**config.mk**
```make
export PLATFORM = sky130hd
export DESIGN_NAME = lenet5_img_sequencer_flat
export DESIGN_NICKNAME = d
export VERILOG_FILES = /design/src/rtl/lenet5_img_sequencer_if.sv /design/src/rtl/lenet5_img_sequencer.sv /design/src/flat_wrapper.sv
export SDC_FILE = /design/constraint.sdc
export NUM_CORES = 1
export LEC_CHECK = 0
export CAP_MARGIN = 20
export CORE_MARGIN = 3
export CORE_UTILIZATION = 35
export CTS_CLUSTER_SIZE = 28
export DETAILED_ROUTE_END_ITERATION = 10
export MAX_ROUTING_LAYER = met4
export PLACE_DENSITY = 0.62
export SETUP_SLACK_MARGIN = 0.3
export SYNTH_ARGS = -nofsm -noshare
export SYNTH_HDL_FRONTEND = slang
export SYNTH_SLANG_ARGS = --single-unit
export TNS_END_PERCENT = 20
```
**constraint.sdc**
```tcl
create_clock -name clk -period 4.5 [get_ports clk]
set_input_delay 1.125 -clock clk [delete_from_list [all_inputs] [get_ports clk]]
set_output_delay 1.125 -clock clk [all_outputs]
set_load 0.02 [all_outputs]
```
**src/rtl/lenet5_img_sequencer_if.sv**
```systemverilog
// Sequencer <-> lenet5 core link: pixel stream out, request/end/next-image handshakes and class back.
interface lenet5_img_sequencer_if #(
  parameter int I_BW = 8
);
  logic            o_net_ce;
  logic [I_BW-1:0] o_fmap;
  logic            o_fmap_valid;
  logic            i_net_req;
  logic            i_net_end;
  logic            i_net_rst;
  logic [3:0]      i_net_result;

  modport master (
    output o_net_ce, o_fmap, o_fmap_valid,
    input  i_net_req, i_net_end, i_net_rst, i_net_result
  );

  modport slave (
    input  o_net_ce, o_fmap, o_fmap_valid,
    output i_net_req, i_net_end, i_net_rst, i_net_result
  );
endinterface

```
**src/rtl/lenet5_img_sequencer.sv**
```systemverilog
// Batch controller: streams image-memory pixels into lenet5 and scores each result against its label.
// Latency: pixel request -> o_mem_rd 1 cycle, -> o_fmap_valid 2 cycles; end -> o_result_valid 1 cycle.
// Backpressure: none; the core paces pixels via i_net_req and images via i_net_end/i_net_rst.
module lenet5_img_sequencer #(
  parameter int I_BW    = 8,
  parameter int IMG_PIX = 784,
  parameter int NUM_IMG = 100,
  parameter int ADDR_W  = 17,
  parameter int IDX_W   = 7
) (
  input  logic              clk,
  input  logic              global_rst_n,
  input  logic              i_start,
  input  logic              i_abort,
  output logic              o_mem_rd,
  output logic [ADDR_W-1:0] o_mem_addr,
  input  logic [I_BW-1:0]   i_mem_data,
  lenet5_img_sequencer_if.master net,
  input  logic [3:0]        i_label,
  output logic [IDX_W-1:0]  o_img_idx,
  output logic              o_result_valid,
  output logic [3:0]        o_result,
  output logic              o_correct,
  output logic [IDX_W:0]    o_correct_cnt,
  output logic              o_busy,
  output logic              o_done,
  output logic              o_err
);

  localparam int PIX_W = $clog2(IMG_PIX + 1);
  localparam logic [PIX_W-1:0] PIX_LAST = PIX_W'(IMG_PIX - 1);
  localparam logic [PIX_W-1:0] PIX_END  = PIX_W'(IMG_PIX);
  localparam logic [IDX_W:0]   CNT_MAX  = (IDX_W + 1)'(NUM_IMG);
  localparam logic [IDX_W-1:0] IDX_LAST = IDX_W'(NUM_IMG - 1);

  typedef enum logic [2:0] {
    S_IDLE,
    S_FEED,
    S_WAIT_END,
    S_NEXT,
    S_DONE
  } state_t;

  state_t            state_q;
  logic [PIX_W-1:0]  pix_q;
  logic [ADDR_W-1:0] base_q;
  logic [IDX_W-1:0]  img_idx_q;
  logic              mem_rd_q;
  logic [ADDR_W-1:0] mem_addr_q;
  logic              rd_pend_q;
  logic [I_BW-1:0]   fmap_q;
  logic              fmap_valid_q;
  logic              net_ce_q;
  logic              result_valid_q;
  logic [3:0]        result_q;
  logic              correct_q;
  logic [IDX_W:0]    correct_cnt_q;
  logic              err_q;

  logic match;
  logic last_img;
  logic do_adv;

  assign match    = (net.i_net_result == i_label);
  assign last_img = (img_idx_q == IDX_LAST);
  // A same-cycle end+next in WAIT_END advances exactly like a next-image request in NEXT.
  assign do_adv   = ((state_q == S_WAIT_END) && net.i_net_end && net.i_net_rst) ||
                    ((state_q == S_NEXT) && net.i_net_rst);

  always_ff @(posedge clk or negedge global_rst_n) begin
    if (!global_rst_n) begin
      state_q        <= S_IDLE;
      pix_q          <= '0;
      base_q         <= '0;
      img_idx_q      <= '0;
      mem_rd_q       <= 1'b0;
      mem_addr_q     <= '0;
      rd_pend_q      <= 1'b0;
      fmap_q         <= '0;
      fmap_valid_q   <= 1'b0;
      net_ce_q       <= 1'b0;
      result_valid_q <= 1'b0;
      result_q       <= '0;
      correct_q      <= 1'b0;
      correct_cnt_q  <= '0;
      err_q          <= 1'b0;
    end else begin
      mem_rd_q       <= 1'b0;
      result_valid_q <= 1'b0;
      rd_pend_q      <= mem_rd_q;
      fmap_valid_q   <= rd_pend_q;
      if (rd_pend_q) begin
        fmap_q <= i_mem_data;
      end

      if (i_abort) begin
        state_q      <= S_IDLE;
        net_ce_q     <= 1'b0;
        mem_rd_q     <= 1'b0;
        rd_pend_q    <= 1'b0;
        fmap_valid_q <= 1'b0;
      end else begin
        case (state_q)
          S_IDLE, S_DONE: begin
            if (i_start) begin
              img_idx_q     <= '0;
              pix_q         <= '0;
              base_q        <= '0;
              correct_cnt_q <= '0;
              err_q         <= 1'b0;
              net_ce_q      <= 1'b1;
              state_q       <= S_FEED;
            end
          end
          S_FEED: begin
            if (net.i_net_end || net.i_net_rst) begin
              err_q <= 1'b1;
            end
            if (net.i_net_req && (pix_q < PIX_END)) begin
              mem_rd_q   <= 1'b1;
              mem_addr_q <= base_q + ADDR_W'(pix_q);
              pix_q      <= pix_q + PIX_W'(1);
              if (pix_q == PIX_LAST) begin
                state_q <= S_WAIT_END;
              end
            end
          end
          S_WAIT_END: begin
            if (net.i_net_end) begin
              result_q       <= net.i_net_result;
              correct_q      <= match;
              result_valid_q <= 1'b1;
              if (match && (correct_cnt_q != CNT_MAX)) begin
                correct_cnt_q <= correct_cnt_q + (IDX_W + 1)'(1);
              end
              state_q <= S_NEXT;
            end else if (net.i_net_rst) begin
              err_q <= 1'b1;
            end
          end
          S_NEXT: ;
          default: state_q <= S_IDLE;
        endcase

        if (do_adv) begin
          if (last_img) begin
            state_q  <= S_DONE;
            net_ce_q <= 1'b0;
          end else begin
            img_idx_q <= img_idx_q + IDX_W'(1);
            base_q    <= base_q + ADDR_W'(IMG_PIX);
            pix_q     <= '0;
            state_q   <= S_FEED;
          end
        end
      end
    end
  end

  assign o_mem_rd         = mem_rd_q;
  assign o_mem_addr       = mem_addr_q;
  assign net.o_net_ce     = net_ce_q;
  assign net.o_fmap       = fmap_q;
  assign net.o_fmap_valid = fmap_valid_q;
  assign o_img_idx        = img_idx_q;
  assign o_result_valid   = result_valid_q;
  assign o_result         = result_q;
  assign o_correct        = correct_q;
  assign o_correct_cnt    = correct_cnt_q;
  assign o_busy           = (state_q == S_FEED) || (state_q == S_WAIT_END) || (state_q == S_NEXT);
  assign o_done           = (state_q == S_DONE);
  assign o_err            = err_q;

endmodule
```
**src/flat_wrapper.sv**
```systemverilog
// flat-port wrapper written by rule: the top's interface ports become plain ports
module lenet5_img_sequencer_flat 
#(
  parameter int I_BW    = 8,
  parameter int IMG_PIX = 784,
  parameter int NUM_IMG = 100,
  parameter int ADDR_W  = 17,
  parameter int IDX_W   = 7
)
  (clk, global_rst_n, i_start, i_abort, o_mem_rd, o_mem_addr, i_mem_data, i_label, o_img_idx, o_result_valid, o_result, o_correct, o_correct_cnt, o_busy, o_done, o_err, net_o_net_ce, net_o_fmap, net_o_fmap_valid, net_i_net_req, net_i_net_end, net_i_net_rst, net_i_net_result);
  lenet5_img_sequencer_if #(.I_BW(I_BW)) net_i ();
  input  logic clk;
  input  logic global_rst_n;
  input  logic i_start;
  input  logic i_abort;
  output logic o_mem_rd;
  output logic [ADDR_W-1:0] o_mem_addr;
  input  logic [I_BW-1:0] i_mem_data;
  input  logic [3:0] i_label;
  output logic [IDX_W-1:0] o_img_idx;
  output logic o_result_valid;
  output logic [3:0] o_result;
  output logic o_correct;
  output logic [IDX_W:0] o_correct_cnt;
  output logic o_busy;
  output logic o_done;
  output logic o_err;
  output wire logic [$bits(net_i.o_net_ce)-1:0] net_o_net_ce;
  output wire logic [$bits(net_i.o_fmap)-1:0] net_o_fmap;
  output wire logic [$bits(net_i.o_fmap_valid)-1:0] net_o_fmap_valid;
  input wire logic [$bits(net_i.i_net_req)-1:0] net_i_net_req;
  input wire logic [$bits(net_i.i_net_end)-1:0] net_i_net_end;
  input wire logic [$bits(net_i.i_net_rst)-1:0] net_i_net_rst;
  input wire logic [$bits(net_i.i_net_result)-1:0] net_i_net_result;
  assign net_o_net_ce = net_i.o_net_ce;
  assign net_o_fmap = net_i.o_fmap;
  assign net_o_fmap_valid = net_i.o_fmap_valid;
  assign net_i.i_net_req = net_i_net_req;
  assign net_i.i_net_end = net_i_net_end;
  assign net_i.i_net_rst = net_i_net_rst;
  assign net_i.i_net_result = net_i_net_result;
  lenet5_img_sequencer #(.I_BW(I_BW), .IMG_PIX(IMG_PIX), .NUM_IMG(NUM_IMG), .ADDR_W(ADDR_W), .IDX_W(IDX_W)) u_core (.clk(clk), .global_rst_n(global_rst_n), .i_start(i_start), .i_abort(i_abort), .o_mem_rd(o_mem_rd), .o_mem_addr(o_mem_addr), .i_mem_data(i_mem_data), .net(net_i), .i_label(i_label), .o_img_idx(o_img_idx), .o_result_valid(o_result_valid), .o_result(o_result), .o_correct(o_correct), .o_correct_cnt(o_correct_cnt), .o_busy(o_busy), .o_done(o_done), .o_err(o_err));
endmodule
```
Yosys cells after proc, flatten, opt, wreduce, memory -nomap -nowiden:

Cells that the tools add are included.

* logic and storage cells: 102
* bits in writable memories: 0
* bits in read-only memories: 0
* memories: 0
* register bits after elaboration: 81
* latch bits: 0
* output and inout port bits: 52

* $lt $le $gt $ge: 1
* equality and inequality tests: 19
* add/sub/neg operators: 5
* bitwise gates (word level): 1
* reduce and logical (&&, ||, !) cells: 18
* divide/modulo/power cells: 0
* multipliers: 0
* mux-type cells: 43
* shift operators: 0

Operators by type and width (count)
* 17-bit two-way mux: 4
* 10-bit two-way mux: 4
* 7-bit two-way mux: 4
* 8-bit two-way mux: 3
* 3-bit two-way mux: 7
* 10-bit one-hot mux with 2 select lines: 1
* 17-bit by 10-bit adder with 17-bit output: 1
* 17-bit by 10-bit adder with 17-bit output (second input constant): 1
* 1-bit two-way mux: 17
* 8-bit one-hot mux with 2 select lines: 1
* 3-bit one-hot mux with 4 select lines: 1
* 10-bit by 1-bit adder with 10-bit output (second input constant): 1
* 10-bit equality test (second input constant): 1
* 10-bit less-than comparator (second input constant): 1
* 2-bit != test (second input constant): 5
* 5-bit AND reduction: 2
* 8-bit by 1-bit adder with 8-bit output (second input constant): 1
* 4-bit by 2-bit != test with 1-bit output (second input constant): 2
* 4-bit by 3-bit != test with 1-bit output (second input constant): 2
* 8-bit by 7-bit != test with 1-bit output (second input constant): 1
* 7-bit by 1-bit adder with 7-bit output (second input constant): 1
* 7-bit equality test (second input constant): 1
* 3-bit by 2-bit equality test with 1-bit output (second input constant): 2
* 3-bit AND reduction: 2
* 14 further kinds: 21

Depth between registers and ports, before layout:

* depth in word-level cells: 6
* gate-level depth with buffers: 9

Worst setup path before layout:

No wires, ideal clock.

* path kind: input to register
* from: input port i_label[0]
* to: register u_core.correct_cnt_q[4] (netlist: u_core.o_correct_cnt[4])
* slack: 2.151 ns
* required time: 4.368 ns
* arrival time: 2.217 ns
* stages: 6
* path through: xnor2_1 nand4_1 a2111oi_4 nand4_1 xor2_1 nor2_1

* longest elaborated chain between the ends: 4

RTL lines
* start, declared: line flat_wrapper.sv:19 `input logic [3:0] i_label;`
* 4-bit equality test: line lenet5_img_sequencer.sv:64 `assign match = (net.i_net_result == i_label);`
* 1-bit logical AND: line lenet5_img_sequencer.sv:133 `if (match && (correct_cnt_q != CNT_MAX)) begin`
* 2-bit != test (no line)
* 5-bit AND reduction (no line)
* end signal, assigned: line lenet5_img_sequencer.sv:134 `correct_cnt_q <= correct_cnt_q + (IDX_W + 1)'(1);`
* end, declared: line lenet5_img_sequencer.sv:57 `logic [IDX_W:0] correct_cnt_q;`

Every way passes these cells.
A chain may end at the register's enable or synchronous reset.

Final worst setup path:

* from: register u_core.state_q[0]
* to: output port o_done

* longest elaborated chain between the ends: 1

RTL lines
* start, declared: line lenet5_img_sequencer.sv:44 `state_t state_q;`
* start signal, assigned: line lenet5_img_sequencer.sv:72 `state_q <= S_IDLE;`
* start signal, assigned: line lenet5_img_sequencer.sv:97 `state_q <= S_IDLE;`
* start signal, assigned: line lenet5_img_sequencer.sv:112 `state_q <= S_FEED;`
* 3-bit equality test: line lenet5_img_sequencer.sv:171 `assign o_done = (state_q == S_DONE);`
* end, declared: line flat_wrapper.sv:26 `output logic o_done;`

Every way passes these cells.

==> key figures <==
Setup path
  – Crit-path max FO: 9
  – Endpoint type of the worst setup path: output pin
  – R2r endpoint: u_core.o_mem_addr[15]$_DFFE_PN0P_
  – R2R Path Start: u_core.base_q[6]$_DFFE_PN0N_
  – Worst Path Required: about 3.4 ns
  – WS Path Type: flip-flop to output pin
  – R2r setup slk: roughly 2.0 ns
  – Startpoint types: flip-flop
  – CP Data Arrival Time: around 1.9 ns
  – FF-to-FF path depth: 7

Route
  – Starting DRT DRC Count: between 150 and 200
  – Routed vias/inst: around 5.3
  – DR vias: 3483
  – Wire length per cell: between 10 and 15 µm
  – Final antenna-violating net count: 0
  – DRC errors left: 0
  – DRT Pass-1 Iters: 4
  – Drt total wl: approximately 9.7 mm

STA
  – Final setup viols: 0
  – Slew Viols, Final: 0
  – Least-Margin Pin Slew: about 0.70 ns
  – Setup TNS: 0 ns
  – Final Hold Violating Endpoints: 0
  – Tmin final: 3.06 ns
  – Setup Skew: between 0.009 and 0.01 ns
  – Slew HR: approximately 53%
  – RSZ-0062 raised after global routing: no
  – Achievable Freq: roughly 0.33 GHz
  – Final period util: roughly 68%

Cells and area
  – Final Cell Area: approximately 5500 µm²
  – Share of cells above drive strength 1: approximately 8%
  – Synth-to-layout area growth: 27.5%
  – N_diodes: 0
  – Finished Layout Cells: 659
  – Final Net Count: 553

Floorplanning
  – Starting Density: a little under two fifths
  – DIE AREA: 13600 µm²
  – Die X: ~120 µm
  – # rows: 39
  – IO Pins: 75
  – Die height: 117 µm
  – Core area: roughly 12000 µm²

Placed design
  – GPL Wtd Cong: 0.829
  – Port Buf Inserts: 74
  – Detailed Place HPWL: 7.01 mm
  – Placed cell area: 5160 µm²
  – Inst Count DP: between 600 and 700

Global route
  – First-pass GRT wire length: ~17 mm
  – Vias in the first global route: between 3000 and 4000
  – Remaining global-route overflow: 0
  – Initial antenna violation count: 0
  – Total GRT Usage: between 10% and 20%
  – Largest net degree at the start of global routing: 82

Clocking
  – CTS H-tree lvls: 3
  – CTS tree: built
  – Root buf cell: clkbuf_16
  – Clk_lat worst skew: 0.34 ns
  – CTS buffer count: 9
  – CTS max path bufs: 2
  – Post-CTS Resized: 0
  – Clock-pin slew on the worst setup and hold paths: around 0.060 ns
  – Hold buffers post-CTS: 0
  – Number of setup buffers added after CTS: 0
  – Clk sinks: 81

Synthesis
  – Async S/R FF share, synth: 100%
  – Net Count, Synth: ~480
  – Mapped Area: ~4300 µm²
  – Proportion of synthesized chip area in sequential cells: a little under half
  – Yosys reg bits: around 80
  – Leading area contributor after synthesis: dfrtp_1
  – Top-count cell post-synth: dfrtp_1
  – Number of enable flip-flop cells after synthesis: 0
  – Total number of yosys warnings: 0
  – Synth cell count leaders: dfrtp_1, nand2_1, nor2_1
  – Mapped Cells: 437
  – Area contributors post-synth: dfrtp_1, nand2_1, xor2_1
  – Netlist cell types: 58
  – Main synth FF type: dfrtp_1
  – Syn_area_per_cell: approximately 9.8 µm²
  – Share of the synthesized area in the top cell type: a little under half

Run
  – Max_cap viols: 0

Outcome
  – Status: completed

Power and ir drop
  – Total power: ~0.0017 W
  – P_leak: approximately 2.4 nW
  – PD cells: 308 nW/µm²
  – Worst IR Drop VDD: about 0.00015 V

Worst hold path
  – Hold path cells: 2
  – Hold Path End: u_core.o_mem_addr[0]$_DFFE_PN0P_
  – Worst hold path class: flip-flop to flip-flop
  – Hold path start: u_core.o_mem_addr[0]$_DFFE_PN0P_
## worst max-delay path by stage
stage	to	slack, ns	start	cells past startpoint
2_1_floorplan	u_core.o_correct_cnt[4]$_DFFE_PN0P_	2.15	i_label[0]	6
3_3_place_gp	u_core.o_mem_addr[6]$_DFFE_PN0P_	1.39	net_i_net_req	6
3_5_place_dp	u_core.o_mem_addr[10]$_DFFE_PN0P_	1.40	net_i_net_req	6
4_1_cts	o_done	1.43	u_core.state_q[0]$_DFFE_PN0P_	3
5_1_grt	o_done	1.36	u_core.state_q[0]$_DFFE_PN0P_	3
6_report	o_done	1.44	u_core.state_q[0]$_DFFE_PN0P_	3
## critical path: stages, from the launching register on
cell and delay, ns:
dfrtp_1 0.47, nor2_1 0.27, and2_1 0.23, clkdlybuf4s50_1 0.62
## power breakdown
part | switching (W) | internal (W) | total (W)
Clock | 0.000280 | 0.000418 | 0.000698
Sequential | 0.0000195 | 0.000759 | 0.000778
Combinational | 0.000106 | 0.0000979 | 0.000204
## kinds of logic (layout without fill, tap and decap cells)
logic type / after synthesis / count (layout) / synth area share (%)
muxes: 17 / 17 / 4.33
DFF: 81 / 81 / 47.4
adders and majority gates: 16 / 16 / 4.85
and+or+nand+nor: 164 / 164 / 18.9
xor gates and xnor gates: 35 / 35 / 7.16
buffers and inverters: 23 / 102 / 2.34
AOI/OAI and AO/OA: 101 / 101 / 15.1
## layout make-up
cell class                 count  area (µm²)
inverter                      10        37.5
clock inverter                 4        47.5
multi-input combinational    333        2150
sequential                    81        2030
timing repair buffer          79         788
fill                        1096        6210
tap                          143         179
clock buffer                   9         225
## routing by layer
layer	track usage [%]	up-vias	share of wire, %
li1	-	1701	-
met1	19.9	1701	45
met2	26.6	68	49
met3	2.49	13	3.9
met4	7.11	0	2.0
met5	-	-	0
## stage by stage
step,util (%),setup slack [ns],hold slack [ns]
3_3_place_gp,44.3,1.39,0.465
2_1_floorplan,-,2.15,0.471
3_5_place_dp,44.3,1.40,0.477
6_report,46.8,1.44,0.480
4_1_cts,46.6,1.43,0.490
5_1_grt,46.8,1.36,0.512
## state kept, by name, indices dropped and copies added, names as in the netlist
register	count
u_core.o_err	1
u_core.o_result	4
u_core.o_correct_cnt	8
u_core.o_correct	1
u_core.o_mem_addr	17
u_core.net.o_fmap_valid	1
u_core.pix_q	10
u_core.net.o_net_ce	1
u_core.o_result_valid	1
u_core.base_q	17
u_core.net.o_fmap	8
u_core.rd_pend_q	1
u_core.o_mem_rd	1
u_core.o_img_idx	7
u_core.state_q	3
## layout by cell type, fill, tap and decap left out, types with 4 or more instances in the layout
| cell type | count |
|---|---|
| nor3_1 | 8 |
| xnor2_1 | 13 |
| nand4_1 | 8 |
| dfrtp_1 | 81 |
| o31ai_1 | 5 |
| and3_1 | 5 |
| a21o_1 | 5 |
| nor2_1 | 43 |
| a21oi_1 | 17 |
| clkbuf_16 | 9 |
| clkdlybuf4s50_1 | 73 |
| o21ai_0 | 26 |
| nor2b_1 | 7 |
| or3_1 | 4 |
| o21bai_1 | 5 |
| mux2_2 | 12 |
| o21ai_1 | 20 |
| nand2b_1 | 7 |
| ha_1 | 15 |
| buf_4 | 5 |
| nand3_1 | 9 |
| mux2i_1 | 5 |
| nand2_1 | 52 |
| inv_1 | 9 |
| xor2_1 | 22 |
(Power assumes the default switching activity.)
